<file path="src/rtl/arbitro_somador_pkg.sv">
`default_nettype none
// ============================================================================
// Module      : pkg_arbitro
// Description : Shared types and widths for the arbitro_somador slice.
// Revision    : 1.0 - initial release
// ============================================================================
package pkg_arbitro;

   localparam int LARG_OP  = 4;
   localparam int LARG_RES = 5;
   localparam int NUM_REQ  = 2;

   typedef enum logic [1:0] {
      OCIOSO   = 2'd0,
      CALCULO  = 2'd1,
      RESPOSTA = 2'd2
   } estado_t;

endpackage
`default_nettype wire

</file>
<file path="src/rtl/arbitro_somador_mux.sv">
`default_nettype none
// ============================================================================
// Module      : mux_somador
// Description : 4-bit A plus mux(B, C) into a 5-bit zero-extended sum.
// Revision    : 1.0 - initial release
// ============================================================================
module mux_somador
   import pkg_arbitro::*;
(
   input  logic [LARG_OP-1:0]  entradaA,
   input  logic [LARG_OP-1:0]  entradaB,
   input  logic [LARG_OP-1:0]  entradaC,
   input  logic                sel_mux,
   output logic [LARG_RES-1:0] saida
);

   logic [LARG_OP-1:0] operando;

   // Select the second operand and add with one bit of headroom
   always_comb begin
      operando = sel_mux ? entradaC : entradaB;
      saida    = {1'b0, entradaA} + {1'b0, operando};
   end

endmodule
`default_nettype wire

</file>
<file path="src/rtl/arbitro_somador.sv">
`default_nettype none
// ============================================================================
// Module      : arbitro_somador
// Description : Round-robin arbiter and sequencer for two requesters sharing
//               a single mux_somador; returns tagged results over valid/ready.
// Revision    : 1.0 - initial release
// ============================================================================
module arbitro_somador
   import pkg_arbitro::*;
#(
   parameter int LARGURA_CONT = 8
) (
   input  logic                    clk,
   input  logic                    reset,
   input  logic [NUM_REQ-1:0]      req_valid,
   output logic [NUM_REQ-1:0]      req_ready,
   input  logic [LARG_OP-1:0]      op_a0,
   input  logic [LARG_OP-1:0]      op_x0,
   input  logic [LARG_OP-1:0]      op_a1,
   input  logic [LARG_OP-1:0]      op_x1,
   output logic                    resp_valid,
   input  logic                    resp_ready,
   output logic                    resp_id,
   output logic [LARG_RES-1:0]     resp_resultado,
   output logic [LARGURA_CONT-1:0] contador_ops,
   output logic                    ocupado
);

   estado_t             estado;
   estado_t             prox_estado;
   logic                ultimo;
   logic                gnt_id;
   logic                tem_pedido;
   logic                aceita;
   logic [LARG_OP-1:0]  reg_a;
   logic [LARG_OP-1:0]  reg_x;
   logic                reg_id;
   logic [LARG_OP-1:0]  entradaA;
   logic [LARG_OP-1:0]  entradaB;
   logic [LARG_OP-1:0]  entradaC;
   logic                sel_mux;
   logic [LARG_RES-1:0] soma;

   // Pick a winner: a lone requester wins, contention goes to the one not served last
   always_comb begin
      tem_pedido = |req_valid;
      gnt_id     = 1'b0;
      case (req_valid)
         2'b01:   gnt_id = 1'b0;
         2'b10:   gnt_id = 1'b1;
         2'b11:   gnt_id = ~ultimo;
         default: gnt_id = 1'b0;
      endcase
   end

   // State register
   always_ff @(posedge clk or posedge reset) begin
      if (reset) estado <= OCIOSO;
      else       estado <= prox_estado;
   end

   // Next state and grant; ready is masked while reset is held so nothing looks accepted
   always_comb begin
      prox_estado = estado;
      req_ready   = '0;
      case (estado)
         OCIOSO: begin
            if (tem_pedido && !reset) begin
               req_ready[gnt_id] = 1'b1;
               prox_estado       = CALCULO;
            end
         end
         CALCULO:  prox_estado = RESPOSTA;
         RESPOSTA: if (resp_ready) prox_estado = OCIOSO;
         default:  prox_estado = OCIOSO;
      endcase
   end

   assign aceita = (estado == OCIOSO) && ((req_valid & req_ready) != '0);

   // Operand latch, round-robin history, result capture and completion counter
   always_ff @(posedge clk or posedge reset) begin
      if (reset) begin
         reg_a          <= '0;
         reg_x          <= '0;
         reg_id         <= 1'b0;
         ultimo         <= 1'b1;
         resp_resultado <= '0;
         contador_ops   <= '0;
      end else begin
         if (aceita) begin
            reg_a  <= gnt_id ? op_a1 : op_a0;
            reg_x  <= gnt_id ? op_x1 : op_x0;
            reg_id <= gnt_id;
            ultimo <= gnt_id;
         end
         if (estado == CALCULO)
            resp_resultado <= soma;
         if ((estado == RESPOSTA) && resp_ready)
            contador_ops <= contador_ops + LARGURA_CONT'(1);
      end
   end

   // Adder is driven only from the latched operands; the unused input is held at zero
   always_comb begin
      entradaA = reg_a;
      entradaB = reg_id ? '0 : reg_x;
      entradaC = reg_id ? reg_x : '0;
      sel_mux  = reg_id;
   end

   mux_somador u_mux_somador (
      .entradaA (entradaA),
      .entradaB (entradaB),
      .entradaC (entradaC),
      .sel_mux  (sel_mux),
      .saida    (soma)
   );

   assign resp_valid = (estado == RESPOSTA);
   assign resp_id    = reg_id;
   assign ocupado    = (estado != OCIOSO);

endmodule
`default_nettype wire
</file>
<file path="config.mk">
export PLATFORM = sky130hd
export DESIGN_NAME = arbitro_somador
export DESIGN_NICKNAME = d
export VERILOG_FILES = /design/src/rtl/arbitro_somador_pkg.sv /design/src/rtl/arbitro_somador_mux.sv /design/src/rtl/arbitro_somador.sv
export SDC_FILE = /design/constraint.sdc
export NUM_CORES = 1
export LEC_CHECK = 0
export ABC_AREA = 1
export BUFFER_PORTS_ARGS = -buffer_cell sky130_fd_sc_hd__buf_2
export CAP_MARGIN = 15
export CORE_ASPECT_RATIO = 0.7
export CORE_MARGIN = 1.5
export CORE_UTILIZATION = 35
export CTS_CLUSTER_DIAMETER = 100
export DETAILED_ROUTE_END_ITERATION = 12
export SLEW_MARGIN = 0
export SYNTH_ARGS = -nofsm -noshare
export SYNTH_HDL_FRONTEND = slang
export SYNTH_SLANG_ARGS = --single-unit
</file>
<file path="constraint.sdc">
create_clock -name clk -period 7.3 [get_ports clk]
set_input_delay 2.19 -clock clk [delete_from_list [all_inputs] [get_ports clk]]
set_output_delay 2.19 -clock clk [all_outputs]
set_load 0.02 [all_outputs]
</file>
==> results.md, run 1 <==
- Starting DRT DRC Count: 30
- Initial antenna violation count: 0
- Overflow after GRT: 0
- Fillers: 376
- CTS buffer count: 3
- Clock Root Buffer: clkbuf_8
- Share of cells above drive strength 1: between 20 and 30%
- Avg Vias per Cell: 4.40
- Path type of the worst setup path: in2out
- First-pass GRT wire length: about 4200 um
- Clk Latency, worst-skew pair: roughly 0.27 ns
- Vias in the first global route: 990
- H-tree levels: 1
- Unrepaired setup endpoints after global routing: false
- Ports: 39
- Min Hold Slack: roughly 0.48 ns
- Final Max Slew Viols: 0
- Setup_tns: 0 ns
- Final Hold Vio Count: 0
- DR pass1 iterations: 4
- Final-report setup violation count: 0
- Finished Layout Cells: 265
- Most frequent cells in the layout: nand2_1 (80), buf_2 (38), dfrtp_1 (24)
- # rows: 18
- CTS tree: yes
- GPL Wtd Cong: roughly 0.68
- Area of the core: ~3600 um^2
- Clock Sinks: 25
- Hold_buf cts: 0
- CP arrival: 3.54 ns
- Nets: between 200 and 250
- Routed WL: 2530 um
- Synthesized instance count: about 170
- Post-CTS Repair Setup Buffers: 0
- Net count after synthesis: around 200
- Placed cells: around 260
- Slew @ Worst Pin: just under 0.4 ns
- Register area share after synthesis: a little under half
- DRT antenna net count: 0
- Synth unique cells: 23
- GR Util All Layers: between 10% and 20%
- Setup crit start kind: input port
- Data required, critical path: roughly 5 ns
- Port Buffer Count: 38
- Synth Area per Inst: around 7.7 um^2
- Clock Tree Buf Depth: 2
- DRC Markers: 0
- Die Area: approximately 4200 um^2
- # diodes: 0
- Post-Syn Area: 1340 um^2
- Die Y: around 55 um
- Highest Clock Rate: between 150 and 200 MHz
- Yosys reg bits: 25
- CTS clock-pin slew for the worst setup and hold paths: approximately 0.080 ns
- Largest net degree at the start of global routing: 27
- Wire length per cell: about 9.5 um
- Synth warnings: 0
- Final Power: between 0.5 and 0.6 mW
- CTS resizes: 0
- Power Density: between 300 and 400 nW/um^2
- Worst Hold Class: reg2reg
- Static leakage: about 0.91 nW
- Clock skew: between 0.007 and 0.008 ns
- Crit path capture type: output pin
- Commonest non-fill, non-tap cell in the layout: nand2_1
- Total of max-cap violations: 0
- Rel. slew slack: between 70% and 80%
- Outcome: complete, no violations
- Worst-path fanout max: 26
- Area Growth Syn to Fin: 21.7%
- Final min period: 5.73 ns
- Worst vdd ir: around 0.15 mV
- Initial Util: 37.3%
- Total number of vias: 1165
- Die X: approximately 77 um
- Fin crit share: about four fifths
- Detailed placer's ending HPWL: a little over 2000 um
-- power breakdown --
part / switching (mW) / internal (mW)
clock: 0.0414 / 0.0381
combinational: 0.141 / 0.0808
sequential: 0.0363 / 0.191
-- final timing paths --
path | to | cells after the start | start | slack [ns]
worst min register to register | resp_resultado[0]$_DFFE_PP0N_ | 2 | resp_resultado[0]$_DFFE_PP0N_ | 0.48
min in group asynchronous | resp_resultado[0]$_DFFE_PP0N_ | 3 | reset | 1.97
worst min-delay path | resp_resultado[0]$_DFFE_PP0N_ | 2 | resp_resultado[0]$_DFFE_PP0N_ | 0.48
worst max register to register | resp_id$_DFFE_PP0P_ | 5 | estado[1]$_DFFE_PP0P_ | 5.87
max in group asynchronous | ultimo$_DFFE_PP1P_ | 3 | reset | 5.03
worst max-delay path | req_ready[1] | 8 | reset | 1.57
-- cell type report --
cell class,instances,area [um^2],area share [%]
Clock buffer,3,41.3,2.54
Clock inverter,1,5.00,0.308
Inverter,18,67.6,4.15
Multi-Input combinational cell,129,626,38.5
Sequential cell,25,627,38.5
Tap cell,50,62.6,3.85
Timing Repair Buffer,39,198,12.2
-- through the flow --
stage | cell area, um^2 | utilization [%] | setup slack (ns)
6_report | 1630 | 45.4 | 1.57
5_1_grt | 1630 | 45.4 | 1.36
4_1_cts | 1630 | 45.4 | 1.52
3_5_place_dp | 1580 | 44.1 | 1.52
3_3_place_gp | 1580 | 44.1 | 1.53
2_1_floorplan | 1340 | - | 1.63
-- layer usage --
metal / GRT usage [%] / vias to the layer above / part of all wire, %
li1: - / 622 / -
met1: 17.9 / 532 / 53
met2: 21.2 / 11 / 44
met3: 3.50 / 0 / 2.6
met4: 2.78 / 0 / 0
met5: 0 / - / 0
-- flip-flops by register name, summed over array words and instances (netlist names) --
register        flops
estado              2
ultimo              1
resp_id             1
contador_ops        8
entradaA            4
reg_x               4
resp_resultado      5
-- logic make-up after synthesis --
| kind of cell | share of synthesized area, % |
|---|---|
| and+or+nand+nor | 31.5 |
| DFF | 46.9 |
| buffers and inverters | 6.27 |
| AOI/OAI and AO/OA | 7.21 |
| adders and majority gates | 6.18 |
| xor gates and xnor gates | 1.97 |
-- worst max-delay path, stage by stage --
cell,delay (ns)
buf_2,0.09
inv_1,0.04
buf_4,0.31
o21ai_4,0.16
nor2_2,0.35
nand2_1,0.16
inv_1,0.07
buf_2,0.15
-- synthesized netlist by cell type --
master / instances / area share (%)
nor2_2: 3 / 1.4
nand2_2: 2 / 0.94
o21ai_1: 3 / 1.1
nand3b_1: 1 / 0.56
o21ai_0: 11 / 4.1
nor3_1: 1 / 0.37
fa_1: 1 / 1.5
inv_1: 15 / 4.2
nand3_2: 1 / 0.75
nor2_1: 8 / 2.2
nand4_1: 1 / 0.47
nand2_1: 80 / 22
dfrtp_1: 24 / 45
nand3_1: 6 / 2.2
dfstp_2: 1 / 2.0
buf_6: 1 / 0.84
inv_2: 3 / 0.84
ha_1: 5 / 4.7
xor2_1: 2 / 1.3
o21ai_4: 1 / 1.2
buf_2: 1 / 0.37
a21oi_1: 2 / 0.75
xnor2_1: 1 / 0.66
Note: power is estimated with default switching activity, not from simulation.
==> run 2: changes to the inputs <==
==> constraint.sdc (replaced) <==
create_clock -name clk -period 4.95 [get_ports clk]
set_input_delay 1.485 -clock clk [delete_from_list [all_inputs] [get_ports clk]]
set_output_delay 1.485 -clock clk [all_outputs]
set_load 0.02 [all_outputs]
==> run 2 against run 1 <==
  * Sequential power increased by 48%
  * Largest cell class unchanged
  * Critical endpoint unchanged
  * Final cell count unchanged
  * Clock power increased by 47%
==> results.md, run 2 (same netlist as run 1, synthesis figures left out) <==
- R2R Path End: resp_id$_DFFE_PP0P_
- Placed cells: 261 (unchanged)
- Top flop regs: contador_ops: 8 flops, resp_resultado: 5 flops
- Routed WL: 2610 um (+3.3%)
- # diodes: 0 (unchanged)
- CTS clock-pin slew for the worst setup and hold paths: 0.08 ns (about the same)
- Die X: 76.9 um (unchanged)
- Ports: 39 (unchanged)
- Clk Latency, worst-skew pair: 0.26 ns (about the same)
- Final design utilization: 45.4% (about the same)
- Largest register FFs: 8 (unchanged)
- Unrepaired setup endpoints after global routing: false
- Min-delay src: ultimo$_DFFE_PP1P_
- Largest net degree at the start of global routing: 26 (-3.7%)
- Cells on worst reg2reg path: 5 (unchanged)
- Data required, critical path: 3.46 ns (-1.65 ns)
- Clock skew: 0.00345 ns (-0.00382 ns)
- Port Buffer Count: 38 (unchanged)
- WHS Path Cells: 2 (unchanged)
- Detailed placer's ending HPWL: 2090 um (+2.9%)
- First-pass GRT wire length: 4300 um (+1.5%)
- Total number of vias: 1147 (-1.5%)
- Finished Layout Cells: 265 (unchanged)
- Hold_buf cts: 0 (unchanged)
- Reg-to-reg slack, setup: 3.50 ns (-2.37 ns)
- Clock Tree Buf Depth: 2 (unchanged)
- Outcome: complete, no violations
- Post-CTS Repair Setup Buffers: 0 (unchanged)
- Die Y: 54.7 um (unchanged)
- Reg-to-reg startpoint: estado[1]$_DFFE_PP0P_
- H-tree levels: 1 (unchanged)
- Nets: 243 (unchanged)
- Overflow after GRT: 0 (unchanged)
- GR Util All Layers: 13.2% (+0.095 points)
- Most frequent cells in the layout: nand2_1 (80), buf_2 (38), dfrtp_1 (24)
- Vias in the first global route: 985 (-0.51%)
- Total of max-cap violations: 0 (unchanged)
- # rows: 18 (unchanged)
- Final Max Slew Viols: 0 (unchanged)
- DRT antenna net count: 0 (unchanged)
- CTS buffer count: 3 (unchanged)
- Placed inst area: 1580 um^2 (unchanged)
- Initial antenna violation count: 0 (unchanged)
- CP arrival: 2.55 ns (-0.99 ns)
- Final Power: 0.782 mW (+48%)
- Starting DRT DRC Count: 43 (+43%)
- Cell area after layout: 1630 um^2 (about the same)
- Rel. slew slack: 72.8% (-0.80 points)
- Static leakage: 0.909 nW (-0.30%)
- Slowest cell on crit path: nor2_2
- Fin crit share: around four fifths
- Area of the core: 3580 um^2 (unchanged)
- DRC Markers: 0 (unchanged)
- Final Hold Vio Count: 0 (unchanged)
- Highest Clock Rate: between 200 and 250 MHz
- Wire length per cell: 9.86 um (+3.3%)
- Crit path capture type: output pin
- Clock Sinks: 25 (unchanged)
- DR pass1 iterations: 4 (unchanged)
- Die Area: 4200 um^2 (unchanged)
- Initial Util: 37.3% (unchanged)
- Power Density: 481 nW/um^2 (+48%)
- Path type of the worst setup path: in2out
- Commonest non-fill, non-tap cell in the layout: nand2_1
- Final min period: about 4.0 ns
- Share of cells above drive strength 1: 24.7% (-0.47 points)
- Slew @ Worst Pin: 0.408 ns (+0.0120 ns)
- Avg Vias per Cell: 4.33 (-1.5%)
- Reg with most FFs: contador_ops
- Setup_tns: 0 ns (unchanged)
- Worst Hold Class: reg2reg
- Hold Path Sink: ultimo$_DFFE_PP1P_
- Worst vdd ir: 0.168 mV (+15%)
- Slowest Stage Delay on Critical Path: 0.34 ns (about the same)
- Worst-path fanout max: 12 (-54%)
- Clock Root Buffer: clkbuf_8
- Setup crit start kind: input port
- Critical-path cell list: buf_2 > inv_1 > o21ai_4 > nor2_2 > nand2_1 > inv_1 > buf_2
- GPL Wtd Cong: 0.702 (+3.6%)
- Area Growth Syn to Fin: 21.6% (about the same)
- CTS tree: yes
- CTS resizes: 0 (unchanged)
- Final-report setup violation count: 0 (unchanged)
run 2: cell count changes in the layout (fill, tap and decap cells not counted), sizes merged:
cell	before	now
clkbuf	3	4
clkinv	1	0
run 2: metrics by stage:
step	hold slack, ns	setup WS (ns)
global route	0.503	0.783
detailed placement	0.466	0.891
finish	0.485	0.913
global placement	0.463	0.915
CTS	0.487	0.883
floorplan	0.454	0.685
run 2: per-layer routing:
layer / share of wire (%) / routed length [um] / up-vias / track usage, %
met5: 0 / 0 / - / 0
met4: 0.46 / 12 / 0 / 1.85
met3: 3.3 / 87 / 2 / 3.83
met2: 41 / 1070 / 14 / 20.9
met1: 55 / 1450 / 508 / 18.5
li1: - / - / 623 / -
run 2: layout make-up:
type                       instances  area [um^2]
fill                             362         1960
timing repair buffer              39          198
sequential                        25          627
clock buffer                       4         45.0
inverter                          18         67.6
multi-input combinational        129          626
tap                               50         62.6
run 2: worst max path at each step:
stage / startpoint / end / slack (ns) / cells after the start
3_3_place_gp: reset / req_ready[1] / 0.91 / 7
4_1_cts: reset / req_ready[1] / 0.88 / 7
5_1_grt: reset / req_ready[1] / 0.78 / 7
6_report: reset / req_ready[1] / 0.91 / 7
3_5_place_dp: reset / req_ready[1] / 0.89 / 7
2_1_floorplan: reset / req_ready[0] / 0.69 / 3
run 2: where the power goes:
group | total (mW) | internal (mW) | switching, mW
Clock | 0.117 | 0.0574 | 0.0593
Combinational | 0.328 | 0.119 | 0.209
Sequential | 0.337 | 0.281 | 0.0557
run 2: worst max-delay path, delay by kind of cell:
family          cells  cell delay (ns)
simple gates        2             0.51
buf+inv             4             0.44
compound gates      1             0.11
==> run 3: changes to the inputs <==
--- a/config.mk
+++ b/config.mk
@@ -5,7 +5,7 @@
 export SDC_FILE = /design/constraint.sdc
 export NUM_CORES = 1
 export LEC_CHECK = 0
-export ABC_AREA = 1
+export ABC_AREA = 0
 export BUFFER_PORTS_ARGS = -buffer_cell sky130_fd_sc_hd__buf_2
 export CAP_MARGIN = 15
 export CORE_ASPECT_RATIO = 0.7
==> constraint.sdc (replaced) <==
create_clock -name clk -period 3.3 [get_ports clk]
set_input_delay 0.99 -clock clk [delete_from_list [all_inputs] [get_ports clk]]
set_output_delay 0.99 -clock clk [all_outputs]
set_load 0.02 [all_outputs]
==> run 3 against run 2 <==
  * Power up 66%
  * Cell area down 2.2%
  * Non-clock buffer count grew 1
  * Clock power rose by 61%
  * First-iteration DRC count fell by 12%
  * Sequential share of layout area increased by 0.85 points
  * Via count down 21%
  * Combinational power is 77% higher
==> results.md, run 3 <==
- Outcome: complete, no violations
- Share of cells above drive strength 1: 45.6% (+21 points)
- Ys flop type: dfrtp_1
- Area Growth Syn to Fin: 21.6% (about the same)
- CTS buffer count: 3 (unchanged)
- Fraction of registers with async set/reset: 100% (unchanged)
- Wire length per cell: 12.7 um (+29%)
- Worst Hold Class: reg2reg
- Final Hold Vio Count: 0 (unchanged)
- Area of the core: 3560 um^2 (-0.63%)
- Placed inst area: 1540 um^2 (-2.5%)
- GR Util All Layers: 13.4% (+0.18 points)
- Path type of the worst setup path: in2out
- Yosys reg bits: 25 (unchanged)
- Die Area: 4120 um^2 (-2.0%)
- Highest Clock Rate: around 380 MHz
- Crit path launch: req_valid[0]
- Setup crit start kind: input port
- Yosys top cell area share: 45.9% (+0.99 points)
- Top cell type by total area after synthesis: dfrtp_1
- CTS clock-pin slew for the worst setup and hold paths: 0.09 ns (about the same)
- # diodes: 0 (unchanged)
- First-pass GRT wire length: 4300 um (unchanged)
- Die X: 76.1 um (-1.0%)
- Worst Path Buf+Inv: 2 (-2)
- Hold_buf cts: 0 (unchanged)
- # rows: 18 (unchanged)
- Final Max Slew Viols: 0 (unchanged)
- Clock Sinks: 25 (unchanged)
- Rel. slew slack: 35.2% (-38 points)
- Largest delay share family, worst path: buffers and inverters
- Synth warnings: 0 (unchanged)
- Initial antenna violation count: 0 (unchanged)
- Commonest non-fill, non-tap cell in the layout: buf_2
- Post-synth EDFFs: 0 (unchanged)
- Most frequent cells in the layout: buf_2 (38), dfrtp_1 (24), mux2_2 (10)
- Total number of vias: 903 (-21%)
- Detailed placer's ending HPWL: 1820 um (-13%)
- Most frequent CP cell: buf_2
- Unrepaired setup endpoints after global routing: false
- Total of max-cap violations: 0 (unchanged)
- Crit path capture type: output pin
- Top flop regs: contador_ops: 8 flops, resp_resultado: 5 flops
- Data required, critical path: 2.31 ns (-1.15 ns)
- Final min period: about 2.7 ns
- Most frequent cell after synthesis: dfrtp_1
- Reg-to-reg slack, setup: 1.71 ns (-1.79 ns)
- Post-CTS Repair Setup Buffers: 0 (unchanged)
- Largest net degree at the start of global routing: 26 (unchanged)
- Synth unique cells: 29 (+26%)
- R2R Path End: entradaA[2]$_DFFE_PP0P_
- DR pass1 iterations: 4 (unchanged)
- Avg Vias per Cell: 4.58 (+5.9%)
- Routed WL: 2510 um (-4.1%)
- Post-Syn Area: 1310 um^2 (-2.2%)
- Reg-to-reg startpoint: ultimo$_DFFE_PP1P_
- DRC Markers: 0 (unchanged)
- Clock skew: 0.00896 ns (+0.00551 ns)
- Cell area after layout: 1590 um^2 (-2.2%)
- Initial Util: 36.7% (-0.57 points)
- Fillers: 360 (-0.55%)
- Worst-path fanout max: 6 (-6)
- Clock Tree Buf Depth: 2 (unchanged)
- Fin crit share: between 80 and 90%
- Register area share after synthesis: 47.9% (+1.0 points)
- CTS tree: yes
- Reg with most FFs: contador_ops
- Overflow after GRT: 0 (unchanged)
- GPL Wtd Cong: 0.681 (-2.9%)
- Top post-synthesis cells by count: dfrtp_1 (24), mux2_2 (10), nand2_1 (7)
- Setup_tns: 0 ns (unchanged)
- CP arrival: 1.67 ns (-0.88 ns)
- Clk Latency, worst-skew pair: 0.28 ns (+0.02 ns)
- Final-report setup violation count: 0 (unchanged)
- Worst vdd ir: 0.332 mV (+97%)
- Largest register FFs: 8 (unchanged)
- CTS resizes: 0 (unchanged)
- Static leakage: 0.795 nW (-12%)
- Net count after synthesis: 133 (-34%)
- Setup crit end: req_ready[1]
- Slowest cell on crit path: a21boi_2
- Synth Area per Inst: 12.3 um^2 (+61%)
- Ports: 39 (unchanged)
- Die Y: 54.1 um (-1.0%)
- Synthesized instance count: 106 (-39%)
- Port Buffer Count: 38 (unchanged)
- Number of cells on the critical path: 4 (-3)
- Power Density: 815 nW/um^2 (+69%)
- Clock Root Buffer: clkbuf_8
- Slowest Stage Delay on Critical Path: 0.26 ns (-0.08 ns)
- H-tree levels: 1 (unchanged)
- Slew @ Worst Pin: 0.971 ns (+0.564 ns)
- Critical-path cell list: buf_2 > a21boi_2 > and2_1 > buf_2
- Starting DRT DRC Count: 38 (-12%)
- DRT antenna net count: 0 (unchanged)
- Vias in the first global route: 929 (-5.7%)
- Synth area leaders: dfrtp_1 (46%), mux2_2 (8.6%), mux2_4 (6.9%), ha_1 (4.8%), xor2_1 (4.0%)
- Nets: 175 (-28%)
- Cells on worst reg2reg path: 4 (-1)
-- run 3: cell count changes after synthesis, sizes merged, moves of 4 or more --
cell   before  now
inv        18    6
nand3       7    2
o21ai      15    5
mux2i       0    4
mux2        0   16
xor2        2    6
nor2       11    5
nand2      82    7
-- run 3: cell type report --
cell class / count / area, um^2 / share of cell area, %
sequential: 25 / 627 / 39.4
clock inverter: 1 / 7.51 / 0.472
clock buffer: 3 / 41.3 / 2.60
timing repair buffer: 40 / 205 / 12.9
inverter: 6 / 22.5 / 1.42
tap: 50 / 62.6 / 3.93
multi-input combinational: 72 / 624 / 39.3
-- run 3: power by group --
part           internal (mW)  switching, mW  leakage [nW]
Combinational          0.277          0.305         0.466
Sequential             0.433         0.0942         0.307
Clock                 0.0857          0.102        0.0217
Total                  0.795          0.501         0.795
-- run 3: layer usage --
layer  global-route usage, %  routed length, um
met5                       0                  0
met4                    3.70                 25
met3                    3.05                 96
met2                    23.0               1160
met1                    17.5               1230
-- run 3: cells by family after synthesis --
logic type / count (synthesis) / synth area share [%]
XOR/XNOR: 8 / 5.36
flip-flops: 25 / 47.9
multiplexers: 20 / 18.6
AO/OA/AOI/OAI: 9 / 3.92
AND/OR/NAND/NOR: 29 / 13.6
buffers and inverters: 9 / 4.31
adder cells (fa/ha/maj): 6 / 6.32
-- run 3: worst min-delay path by stage --
stage | from | endpoint | slack (ns) | cells past startpoint
after floorplan | reg_x[0]$_DFFE_PP0P_ | reg_x[0]$_DFFE_PP0P_ | 0.48 | 1
after global placement | contador_ops[7]$_DFFE_PP0P_ | contador_ops[7]$_DFFE_PP0P_ | 0.46 | 1
after detailed placement | contador_ops[7]$_DFFE_PP0P_ | contador_ops[7]$_DFFE_PP0P_ | 0.46 | 1
after CTS | contador_ops[7]$_DFFE_PP0P_ | contador_ops[7]$_DFFE_PP0P_ | 0.47 | 1
after global routing | contador_ops[7]$_DFFE_PP0P_ | contador_ops[7]$_DFFE_PP0P_ | 0.50 | 1
final | contador_ops[7]$_DFFE_PP0P_ | contador_ops[7]$_DFFE_PP0P_ | 0.46 | 1
-- run 3: through the flow --
step                      power [mW]  cells  hold WS, ns  setup WS [ns]  utilization [%]
after floorplan                0.946    106        0.485          0.395                -
after global placement          1.09    193        0.459          0.647             43.3
after detailed placement        1.11    193        0.459          0.619             43.3
after CTS                       1.31    197        0.473          0.620             44.7
after global routing            1.40    197        0.496          0.576             44.7
final                           1.30    197        0.464          0.639             44.7
